--- src/rtl/keypad_bcd_entry.sv ---
// keypad_bcd_entry: 4x4 keypad scanner, debouncer and 8-digit BCD entry buffer
module keypad_bcd_entry #(
    parameter int SCAN_DIV       = 131233,
    parameter int DEBOUNCE_SCANS = 4
) (
    input  logic        clk,
    input  logic        rst,
    output logic [3:0]  row_out,
    input  logic [3:0]  col_in,
    output logic        key_valid,
    output logic [3:0]  key_code,
    output logic [31:0] data_BCD,
    output logic [3:0]  digit_count,
    output logic        overflow
);
    localparam int          DW   = $clog2(SCAN_DIV);
    localparam logic [3:0]  DS   = 4'(DEBOUNCE_SCANS);
    localparam logic [63:0] KMAP = 64'hDF0E_C987_B654_A321;

    typedef enum logic [1:0] {IDLE, PRESS_CHK, HELD, REL_CHK} state_t;

    state_t        state_q, state_d;
    logic [3:0]    sync1_q, sync2_q;
    logic [DW-1:0] div_q;
    logic [1:0]    row_q;
    logic [1:0]    hits_q;
    logic [3:0]    fcode_q;
    logic [3:0]    cnt_q, cnt_d, cand_q, cand_d, cnt_inc;
    logic          kv_q, ovf_q, accept;
    logic [3:0]    code_q, dcnt_q;
    logic [31:0]   bcd_q;
    logic [2:0]    row_n, tot;
    logic [1:0]    col;
    logic [3:0]    row_code, f_code;
    logic          tc, frame_end, single, none;

    assign row_out     = ~(4'b0001 << row_q);
    assign key_valid   = kv_q;
    assign key_code    = code_q;
    assign data_BCD    = bcd_q;
    assign digit_count = dcnt_q;
    assign overflow    = ovf_q;

    assign tc        = div_q == DW'(SCAN_DIV - 1);
    assign frame_end = tc && row_q == 2'd3;
    assign tot       = {1'b0, hits_q} + row_n;
    assign row_code  = KMAP[{row_q, col, 2'b00} +: 4];
    assign f_code    = hits_q == 2'd1 ? fcode_q : row_code;
    assign single    = frame_end && tot == 3'd1;
    assign none      = frame_end && tot != 3'd1;
    assign cnt_inc   = cnt_q + 4'd1;

    // Count pressed columns in the current row and remember which one
    always_comb begin
        row_n = '0;
        col   = '0;
        for (int c = 0; c < 4; c++)
            if (!sync2_q[c]) begin
                row_n = row_n + 3'd1;
                col   = 2'(c);
            end
    end

    // Column synchronizer, row divider and per-frame key accumulation
    always_ff @(posedge clk or posedge rst) begin
        if (rst) begin
            sync1_q <= 4'hF;
            sync2_q <= 4'hF;
            div_q   <= '0;
            row_q   <= '0;
            hits_q  <= '0;
            fcode_q <= '0;
        end else begin
            sync1_q <= col_in;
            sync2_q <= sync1_q;
            div_q   <= tc ? '0 : div_q + 1'b1;
            if (tc) begin
                row_q   <= row_q + 2'd1;
                hits_q  <= frame_end ? 2'd0 : (tot > 3'd2 ? 2'd2 : tot[1:0]);
                fcode_q <= row_n == 3'd1 ? row_code : fcode_q;
            end
        end
    end

    // Debounce state register
    always_ff @(posedge clk or posedge rst) begin
        if (rst) begin
            state_q <= IDLE;
            cnt_q   <= '0;
            cand_q  <= '0;
        end else begin
            state_q <= state_d;
            cnt_q   <= cnt_d;
            cand_q  <= cand_d;
        end
    end

    // Debounce next state, evaluated once per frame end
    always_comb begin
        state_d = state_q;
        cnt_d   = cnt_q;
        cand_d  = cand_q;
        accept  = 1'b0;
        if (frame_end)
            case (state_q)
                IDLE:
                    if (single) begin
                        cand_d  = f_code;
                        cnt_d   = 4'd1;
                        accept  = DS == 4'd1;
                        state_d = DS == 4'd1 ? HELD : PRESS_CHK;
                    end
                PRESS_CHK:
                    if (single && f_code == cand_q) begin
                        cnt_d   = cnt_inc;
                        accept  = cnt_inc == DS;
                        state_d = cnt_inc == DS ? HELD : PRESS_CHK;
                    end else
                        state_d = IDLE;
                HELD:
                    if (none) begin
                        cnt_d   = 4'd1;
                        state_d = DS == 4'd1 ? IDLE : REL_CHK;
                    end
                default:
                    if (none) begin
                        cnt_d   = cnt_inc;
                        state_d = cnt_inc == DS ? IDLE : REL_CHK;
                    end else
                        state_d = HELD;
            endcase
    end

    // Apply the accepted key to the entry buffer
    always_ff @(posedge clk or posedge rst) begin
        if (rst) begin
            kv_q   <= 1'b0;
            code_q <= '0;
            bcd_q  <= '0;
            dcnt_q <= '0;
            ovf_q  <= 1'b0;
        end else begin
            kv_q <= accept;
            if (accept) begin
                code_q <= cand_d;
                if (cand_d <= 4'hA) begin
                    if (dcnt_q < 4'd8) begin
                        bcd_q  <= {bcd_q[27:0], cand_d};
                        dcnt_q <= dcnt_q + 4'd1;
                    end else
                        ovf_q <= 1'b1;
                end else if (cand_d == 4'hB) begin
                    if (dcnt_q != 4'd0) begin
                        bcd_q  <= {4'h0, bcd_q[31:4]};
                        dcnt_q <= dcnt_q - 4'd1;
                    end
                end else if (cand_d == 4'hC) begin
                    bcd_q  <= '0;
                    dcnt_q <= '0;
                    ovf_q  <= 1'b0;
                end
            end
        end
    end
endmodule

--- config.mk ---
export PLATFORM = sky130hd
export DESIGN_NAME = keypad_bcd_entry
export DESIGN_NICKNAME = d
export VERILOG_FILES = /design/src/rtl/keypad_bcd_entry.sv
export SDC_FILE = /design/constraint.sdc
export NUM_CORES = 1
export LEC_CHECK = 0
export CORE_ASPECT_RATIO = 1.2
export CORE_MARGIN = 2
export CORE_UTILIZATION = 40
export CTS_CLUSTER_DIAMETER = 50
export DETAILED_ROUTE_END_ITERATION = 8
export PLACE_DENSITY_LB_ADDON = 0.05
export SLEW_MARGIN = 10
export SYNTH_ARGS = -nofsm -noshare
export SYNTH_HDL_FRONTEND = slang
export SYNTH_SLANG_ARGS = --single-unit
--- constraint.sdc ---
create_clock -name clk -period 6.9 [get_ports clk]
set_clock_uncertainty 0.15 [all_clocks]
set_input_delay 1.725 -clock clk [delete_from_list [all_inputs] [get_ports clk]]
set_output_delay 1.725 -clock clk [all_outputs]
set_load 0.05 [all_outputs]
==> flow_summary.ini, run 1 <==
[outcome]
status = finished, final reports clean

[timing]
hold_violations = 0
slew_violations = 0
tns_ns = 0
period_needed_ns = 5.205
worst_pin_slew_ns = 1.015
setup_violations = 0
slew_headroom = 0.3223
rsz0062_at_grt = no
max_freq_mhz = 192.1
post-route-period-util = 0.7544

[global_route]
antenna_found_initial = 0
grt_max_degree = 58
grt_pass1_wl_mm = 18.16
grt.total_usage = 0.1854
grt_pass1_vias = 3645
grt-ovfl-total = 0

[drt]
firstDrtPassIters = 5
wl_per_cell_um = 15.79
dr.first_iter.drc_count = 152
finalWirelength_mm = 10.82
vias = 3661
drc = 0
viasPerCell = 5.345
antenna_left = 0

[cts]
cts_buffers = 9
cts_hold_buf = 0
postCtsSetupBuffers = 0
cts_buffer_depth = 2
clockRootBuffer = clkbuf_16
cts_tree = done
cts-resized-gates = 0
h-tree-depth = 3
insertion_delay_ns = 0.34
cts.sinks = 86
clk_pin_slew_ns = 0.06

[synth]
ys_seq_elements = 86
synth_area_um2 = 4712
synth_edf_count = 0
syn_avg_cell_area_um2 = 9.817
seq_area_frac_synth = 0.4588
synthCells = 480
synth-main-ff-cell = dfrtp_1
ys_types = 65
yosysWarnings = 0
async_flop_share = 1.000
synth_fp_nets = 503

[placement]
place.gp.congestion = 0.8242
dp_cells = 669
dpl.hpwl_mm = 7.459
io_buffers = 51

[power]
power_density_nw_per_um2 = 185.5
total_power_mw = 1.050
ir_drop_uv = 117.9
p_leak_nw = 2.641

[worst_setup_path]
worstSetupEndpointType = flop
path_class = flop to flop
rrSetupSlack_ns = 1.69
start_kind = flop
critPathArrivalTime_ns = 5.28
cp_max_fo = 54
worstPathRequired_ns = 6.98

[job]
drv_cap = 0

[worst_hold_path]
hold_path.class = flop to flop

[die]
die_h_um = 122.9
die_area_um2 = 12670
io_pins = 52
die_w_um = 103.1
core_area_um2 = 11510
start_util = 0.4093
num_rows = 43

[cells_and_area]
fillers = 1128
layout_commonest_cell = dfrtp_1
layout.nets = 546
final_cell_mix = 78 x dfrtp_1, 54 x nor2_1, 51 x clkdlybuf4s50_1, 33 x nand2_1, 29 x a21o_1
areaGrowthSynthToFinish_pct = 20.13
postLayoutCoreUtil = 0.4916
drive_gt1_frac = 0.08902
finalNonFillerCells = 685
antenna_cells = 0
-- cells in the mapped netlist (all sizes together), types with 2 or more instances --
cell / number / area share
a22oi: 28 / 0.045
nor4b: 2 / 0.0037
nand4bb: 2 / 0.0048
inv: 29 / 0.023
nor3b: 3 / 0.0048
a211o: 2 / 0.0037
nor4: 4 / 0.0066
and3: 7 / 0.0093
a31oi: 6 / 0.0080
a211oi: 5 / 0.0080
mux2: 11 / 0.027
o211ai: 2 / 0.0032
nor3: 9 / 0.0096
a31o: 3 / 0.0056
o31ai: 5 / 0.0080
nand3b: 2 / 0.0032
clkbuf: 9 / 0.0072
and4: 3 / 0.0056
dfrtp: 78 / 0.41
nand4: 5 / 0.0066
or3: 3 / 0.0050
nand2: 33 / 0.026
a21o: 29 / 0.046
and2: 4 / 0.0053
a22o: 2 / 0.0037
nand2b: 4 / 0.0053
nand3: 15 / 0.016
nor2b: 7 / 0.0093
ha: 16 / 0.042
xor2: 7 / 0.013
o21ai: 15 / 0.016
buf: 14 / 0.016
nor2: 55 / 0.044
mux2i: 10 / 0.021
xnor2: 15 / 0.028
dfstp: 8 / 0.045
a21oi: 9 / 0.0096
-- cell families (layout without fill, tap and decap cells) --
group	after synthesis	count (layout)	share of synthesized area
xor+xnor	23	23	0.04567
fa+ha+maj	17	17	0.04673
flops	86	86	0.4588
buf+inv	52	100	0.04647
simple gates	164	164	0.1766
mux	21	21	0.04833
compound gates	117	117	0.1774
-- layout make-up --
type	instances	area, µm²	area share
multi-input combinational	342	2350	0.4151
sequential	86	2162	0.3820
timing repair buffer	55	540.5	0.09549
clock buffer	11	242.7	0.04288
tap	157	196.4	0.03470
inverter	29	110.1	0.01945
clock inverter	5	58.81	0.01039
-- final timing paths --
check / from / endpoint / depth (start not counted)
min in group asynchronous: rst / div_q[13] / 2
max in group asynchronous: rst / state_q[1] / 3
max: sync2_q[1] / data_BCD[22] / 13
min reg2reg: sync1_q[2] / sync2_q[2] / 0
max reg2reg: sync2_q[1] / data_BCD[22] / 13
min: sync1_q[2] / sync2_q[2] / 0
-- registers in the layout (all words and copies together), names as in the netlist --
name,cells
row_q,2
cnt_q,4
state_q,2
fcode_q,4
key_code,4
div_q,18
hits_q,2
overflow,1
data_BCD,32
key_valid,1
digit_count,4
sync1_q,4
cand_q,4
sync2_q,4
-- routing by layer --
| layer | routed length, µm | vias to the layer above | track usage |
|---|---|---|---|
| li1 | - | 1790 | - |
| met1 | 4955 | 1803 | 0.2459 |
| met2 | 5220 | 54 | 0.2857 |
| met3 | 456 | 14 | 0.05766 |
| met4 | 186 | 0 | 0.06743 |
| met5 | 0 | - | 0 |
-- worst max-delay path, stage by stage (launching register included) --
cell and delay (ns):
dfstp_2 0.55, inv_1 0.04, ha_1 0.32, xnor2_1 0.28, ha_1 0.28, mux2_2 0.29
fa_1 0.38, xnor3_1 0.41, nor4_2 0.41, a21oi_1 0.17, a311oi_1 0.27, nand3_2 0.81
buf_4 0.52, a21o_1 0.19
-- power breakdown --
| group | internal (mW) | switching, mW |
|---|---|---|
| registers | 0.509 | 0.00268 |
| logic | 0.0195 | 0.0317 |
| clock network | 0.290 | 0.197 |
| total | 0.818 | 0.232 |
-- stage by stage --
step                cell area, µm²  worst slack, ns  hold slack, ns
finish                        5660            1.695          0.2065
global route                  5660            1.317          0.2144
CTS                           5660            1.646          0.2077
detailed placement            5359            1.683          0.1981
global placement              5359            1.787          0.1974
floorplan                     4712            2.707          0.1952
No activity file was read; power rests on OpenSTA's default activity.
==> run 2, diff against run 1 <==
- clock period: 6.9 -> 5.39 ns (I/O delays scaled with it)
==> flow_summary.ini, run 2 (synthesis results as in run 1) <==
[outcome]
status = finished, final reports clean

[placement]
dp_cells = 671
dpl.hpwl_mm = 7.626
post-place-ws_ns = 0.8937
io_buffers = 51
place.gp.congestion = 0.7996

[power]
comb_power_share = 0.051
p_sw_mw = 0.3058
switching_share = 0.2366
p_leak_nw = 2.637
power_frac_clock = 0.443
power_density_nw_per_um2 = 229.1
p_seq_frac = 0.506
intPower_mw = 0.9866
ir_drop_uv = 159.4

[cts]
cts-resized-gates = 0
cts.sinks = 86
insertion_delay_ns = 0.34
cts_buffers = 9
cts_buffer_depth = 2
clockRootBuffer = clkbuf_16
cts_hold_buf = 0
cts_tree = done
h-tree-depth = 3
postCtsSetupBuffers = 0
clk_pin_slew_ns = 0.06

[worst_setup_path]
crit_path_max_incr_delay_ns = 0.55
crit_top_cell = ha_1
cp_max_fo = 28
rrSetupSlack_ns = 0.93
path_depth = 14
cp_top_family = adder cells
worstPathCellList = inv_1 > ha_1 > xnor2_1 > ha_1 > mux2_2 > fa_1 > xnor3_1 > nor4_2 > a21oi_1 > a311oi_1 > nand3_2 > buf_4 > a211o_1 > nand2_1
critPathArrivalTime_ns = 4.59
start_kind = flop
cpMaxStageDelayCell = dfstp_2
path_class = flop to flop
worstPathRequired_ns = 5.52
crit_buf_inv = 2
rr_worst_depth = 14
worstSetupEndpointType = flop

[worst_hold_path]
hold-path-cell-count = 0
hold_path.class = flop to flop

[global_route]
grt-ovfl-total = 0
grt_pass1_wl_mm = 17.85
grt.total_usage = 0.1827
antenna_found_initial = 0
grt_max_degree = 45
grt_pass1_vias = 3557

[die]
die_area_um2 = 12670
num_rows = 43
die_w_um = 103.1
io_pins = 52
die_h_um = 122.9
start_util = 0.4093
core_area_um2 = 11510

[timing]
slew_violations = 0
setup_violations = 0
slew_headroom = 0.3929
max_freq_mhz = 224.0
rsz0062_at_grt = no
period_needed_ns = 4.464
tns_ns = 0
post-route-period-util = 0.8281
worst_pin_slew_ns = 0.8980
hold_violations = 0
fin_ws_ns = 0.9264

[drt]
viasPerCell = 5.310
finalWirelength_mm = 10.84
drc = 0
antenna_left = 0
dr.first_iter.drc_count = 156
firstDrtPassIters = 4
wl_per_cell_um = 15.77
vias = 3648

[cells_and_area]
layout_commonest_cell = dfrtp_1
finalNonFillerCells = 687
antenna_cells = 0
final_cell_mix = 78 x dfrtp_1, 54 x nor2_1, 51 x clkdlybuf4s50_1, 33 x nand2_1, 29 x a21o_1
areaGrowthSynthToFinish_pct = 19.73
largest_register_ffs = 32
layout.nets = 548
drive_gt1_frac = 0.09245

[job]
drv_cap = 0
## run 2: layer usage
metal | vias up | wire [µm] | global-route usage
met1 | 1769 | 4972 | 0.2412
li1 | 1795 | - | -
met3 | 15 | 484 | 0.04692
met5 | - | 0 | 0
met4 | 0 | 270 | 0.07401
met2 | 69 | 5109 | 0.2861
## run 2: per-stage QoR
step	hold WS (ns)	area, µm²	utilization	total power, mW
after floorplan	0.1952	4712	-	0.7182
after global placement	0.1972	5374	0.4667	0.7323
after detailed placement	0.1990	5374	0.4667	0.7331
after CTS	0.2084	5642	0.4900	1.313
after global routing	0.2111	5642	0.4900	1.341
final	0.2073	5642	0.4900	1.292
## run 2: layout make-up
cell class | count | area [µm²]
multi-input cells | 342 | 2350
flip-flops and latches | 86 | 2162
inverters | 29 | 110.1
repair buffers | 57 | 555.5
clock inverters | 6 | 38.79
well taps | 157 | 196.4
clock buffers | 10 | 229.0
fillers | 1132 | 5872
## run 2: final timing paths
path,startpoint,end
max,sync2_q[1],data_BCD[3]
min,sync1_q[0],sync2_q[0]
max reg2reg,sync2_q[1],data_BCD[3]
min reg2reg,sync1_q[0],sync2_q[0]
max in group asynchronous,rst,data_BCD[20]
min in group asynchronous,rst,div_q[11]
## run 2: power by group through the flow
stage / clock, mW / sequential (mW) / combinational, mW
6_report: 0.572 / 0.654 / 0.0657
5_1_grt: 0.613 / 0.655 / 0.0738
4_1_cts: 0.591 / 0.654 / 0.0672
3_5_place_dp: 0 / 0.666 / 0.0667
3_3_place_gp: 0 / 0.666 / 0.0659
2_1_floorplan: 0 / 0.664 / 0.0546
## run 2: worst register-to-register path: stages (launching register included)
cell	delay, ns
dfstp_2	0.55
inv_1	0.04
ha_1	0.32
xnor2_1	0.25
ha_1	0.27
mux2_2	0.28
fa_1	0.38
xnor3_1	0.41
nor4_2	0.43
a21oi_1	0.17
a311oi_1	0.29
nand3_2	0.25
buf_4	0.30
a211o_1	0.25
nand2_1	0.07
==> run 3, diff against run 2 <==
- clock period: 5.39 -> 4.5 ns (I/O delays scaled with it)
==> flow_summary.ini, run 3 (synthesis results as in run 1) <==
[placement]
dpl.hpwl_mm = 7.737
place.gp.congestion = 0.8044
dp_cells = 675
place_area_um2 = 5454
io_buffers = 51
post-place-ws_ns = 0.06134

[die]
die_area_um2 = 12670
start_util = 0.4093
io_pins = 52
die_w_um = 103.1
die_h_um = 122.9
core_area_um2 = 11510
num_rows = 43

[drt]
firstDrtPassIters = 6
finalWirelength_mm = 11.08
viasPerCell = 5.349
antenna_left = 0
dr.first_iter.drc_count = 171
drc = 0
wl_per_cell_um = 15.89
vias = 3728

[worst_setup_path]
start_kind = flop
critPathArrivalTime_ns = 4.37
cp_max_fo = 4
rrSetupSlack_ns = 0.20
path_depth = 13
worstPathCellList = inv_1 > ha_1 > xnor2_2 > ha_1 > mux2_2 > fa_1 > xnor3_2 > or3_2 > buf_4 > buf_4 > nor4_1 > a211oi_1 > mux2_1
worstPathRequired_ns = 4.56
crit_path_max_incr_delay_ns = 0.55
cpMaxStageDelayCell = dfstp_2
path_class = flop to flop
cp_top_family = adder cells
rr_worst_depth = 13
worstSetupEndpointType = flop
crit_buf_inv = 3

[cts]
cts_tree = done
cts.sinks = 86
cts_buffer_depth = 2
clk_pin_slew_ns = 0.06
cts_hold_buf = 0
insertion_delay_ns = 0.33
clockRootBuffer = clkbuf_16
cts_buffers = 9
h-tree-depth = 3

[cells_and_area]
finalNonFillerCells = 697
postLayoutCoreUtil = 0.5062
layout.nets = 558
drive_gt1_frac = 0.1130
largest_register_ffs = 32
layout_commonest_cell = dfrtp_1
areaGrowthSynthToFinish_pct = 23.69
postLayoutCellArea_um2 = 5828
antenna_cells = 0
final_cell_mix = 78 x dfrtp_1, 54 x nor2_1, 51 x clkdlybuf4s50_1, 33 x nand2_1, 29 x a21o_1

[global_route]
grt_pass1_wl_mm = 18.18
grt_max_degree = 43
grt-ovfl-total = 0
antenna_found_initial = 0
grt.total_usage = 0.1843
grt_pass1_vias = 3615

[timing]
period_needed_ns = 4.305
tns_ns = 0
rsz0062_at_grt = no
setup_violations = 0
slew_headroom = 0.4153
max_freq_mhz = 232.3
hold_violations = 0
post-route-period-util = 0.9566
slew_violations = 0
worst_pin_slew_ns = 0.8649
fin_ws_ns = 0.1954
hold_ws_ns = 0.2047

[power]
power_density_nw_per_um2 = 279.1
ir_drop_uv = 233.1
total_power_mw = 1.627
p_leak_nw = 2.725

[worst_hold_path]
hold_path.class = flop to flop
hold-path-cell-count = 0

[outcome]
status = finished, final reports clean

[job]
drv_cap = 0
run 3: changes by cell type in the layout (fill, tap and decap cells not counted), sizes merged:
cell      before  now
clkinvlp       2    1
clkinv         5    3
bufinv         0    1
buf            6   15
or3            3    4
clkbuf        10   12
run 3: final timing paths:
| path | from | end |
|---|---|---|
| worst max-delay path | sync2_q[1] | digit_count[0] |
| worst min-delay path | sync1_q[3] | sync2_q[3] |
| worst max register to register | sync2_q[1] | digit_count[0] |
| worst min register to register | sync1_q[3] | sync2_q[3] |
| max in group asynchronous | rst | cnt_q[3] |
| min in group asynchronous | rst | div_q[4] |
run 3: per-layer routing:
metal	vias to the layer above	GRT usage	wire [µm]
li1	1819	-	-
met1	1837	0.2617	5260
met2	60	0.2833	5310
met3	12	0.03674	291
met4	0	0.06003	214
met5	-	0	0
run 3: where the power goes:
part           internal [mW]  leakage, nW  switching, mW
combinational         0.0452         1.42         0.0552
sequential             0.780         1.16        0.00431
clock                  0.444        0.143          0.298
run 3: what timing repair did:
| action | CTS | global route |
|---|---|---|
| buffers inserted | 0 | 5 |
| resized for setup | 0 | 7 |
| endpoints found under the setup margin | 0 | 38 |
| endpoints found under the hold margin | 0 | 0 |
run 3: area by class of cell:
class,count,area (µm²)
fill,1119,5685
multi-input combinational,343,2389
sequential,86,2162
timing repair buffer,66,676.9
clock buffer,12,246.5
tap,157,196.4
inverter,29,110.1
clock inverter,4,47.55
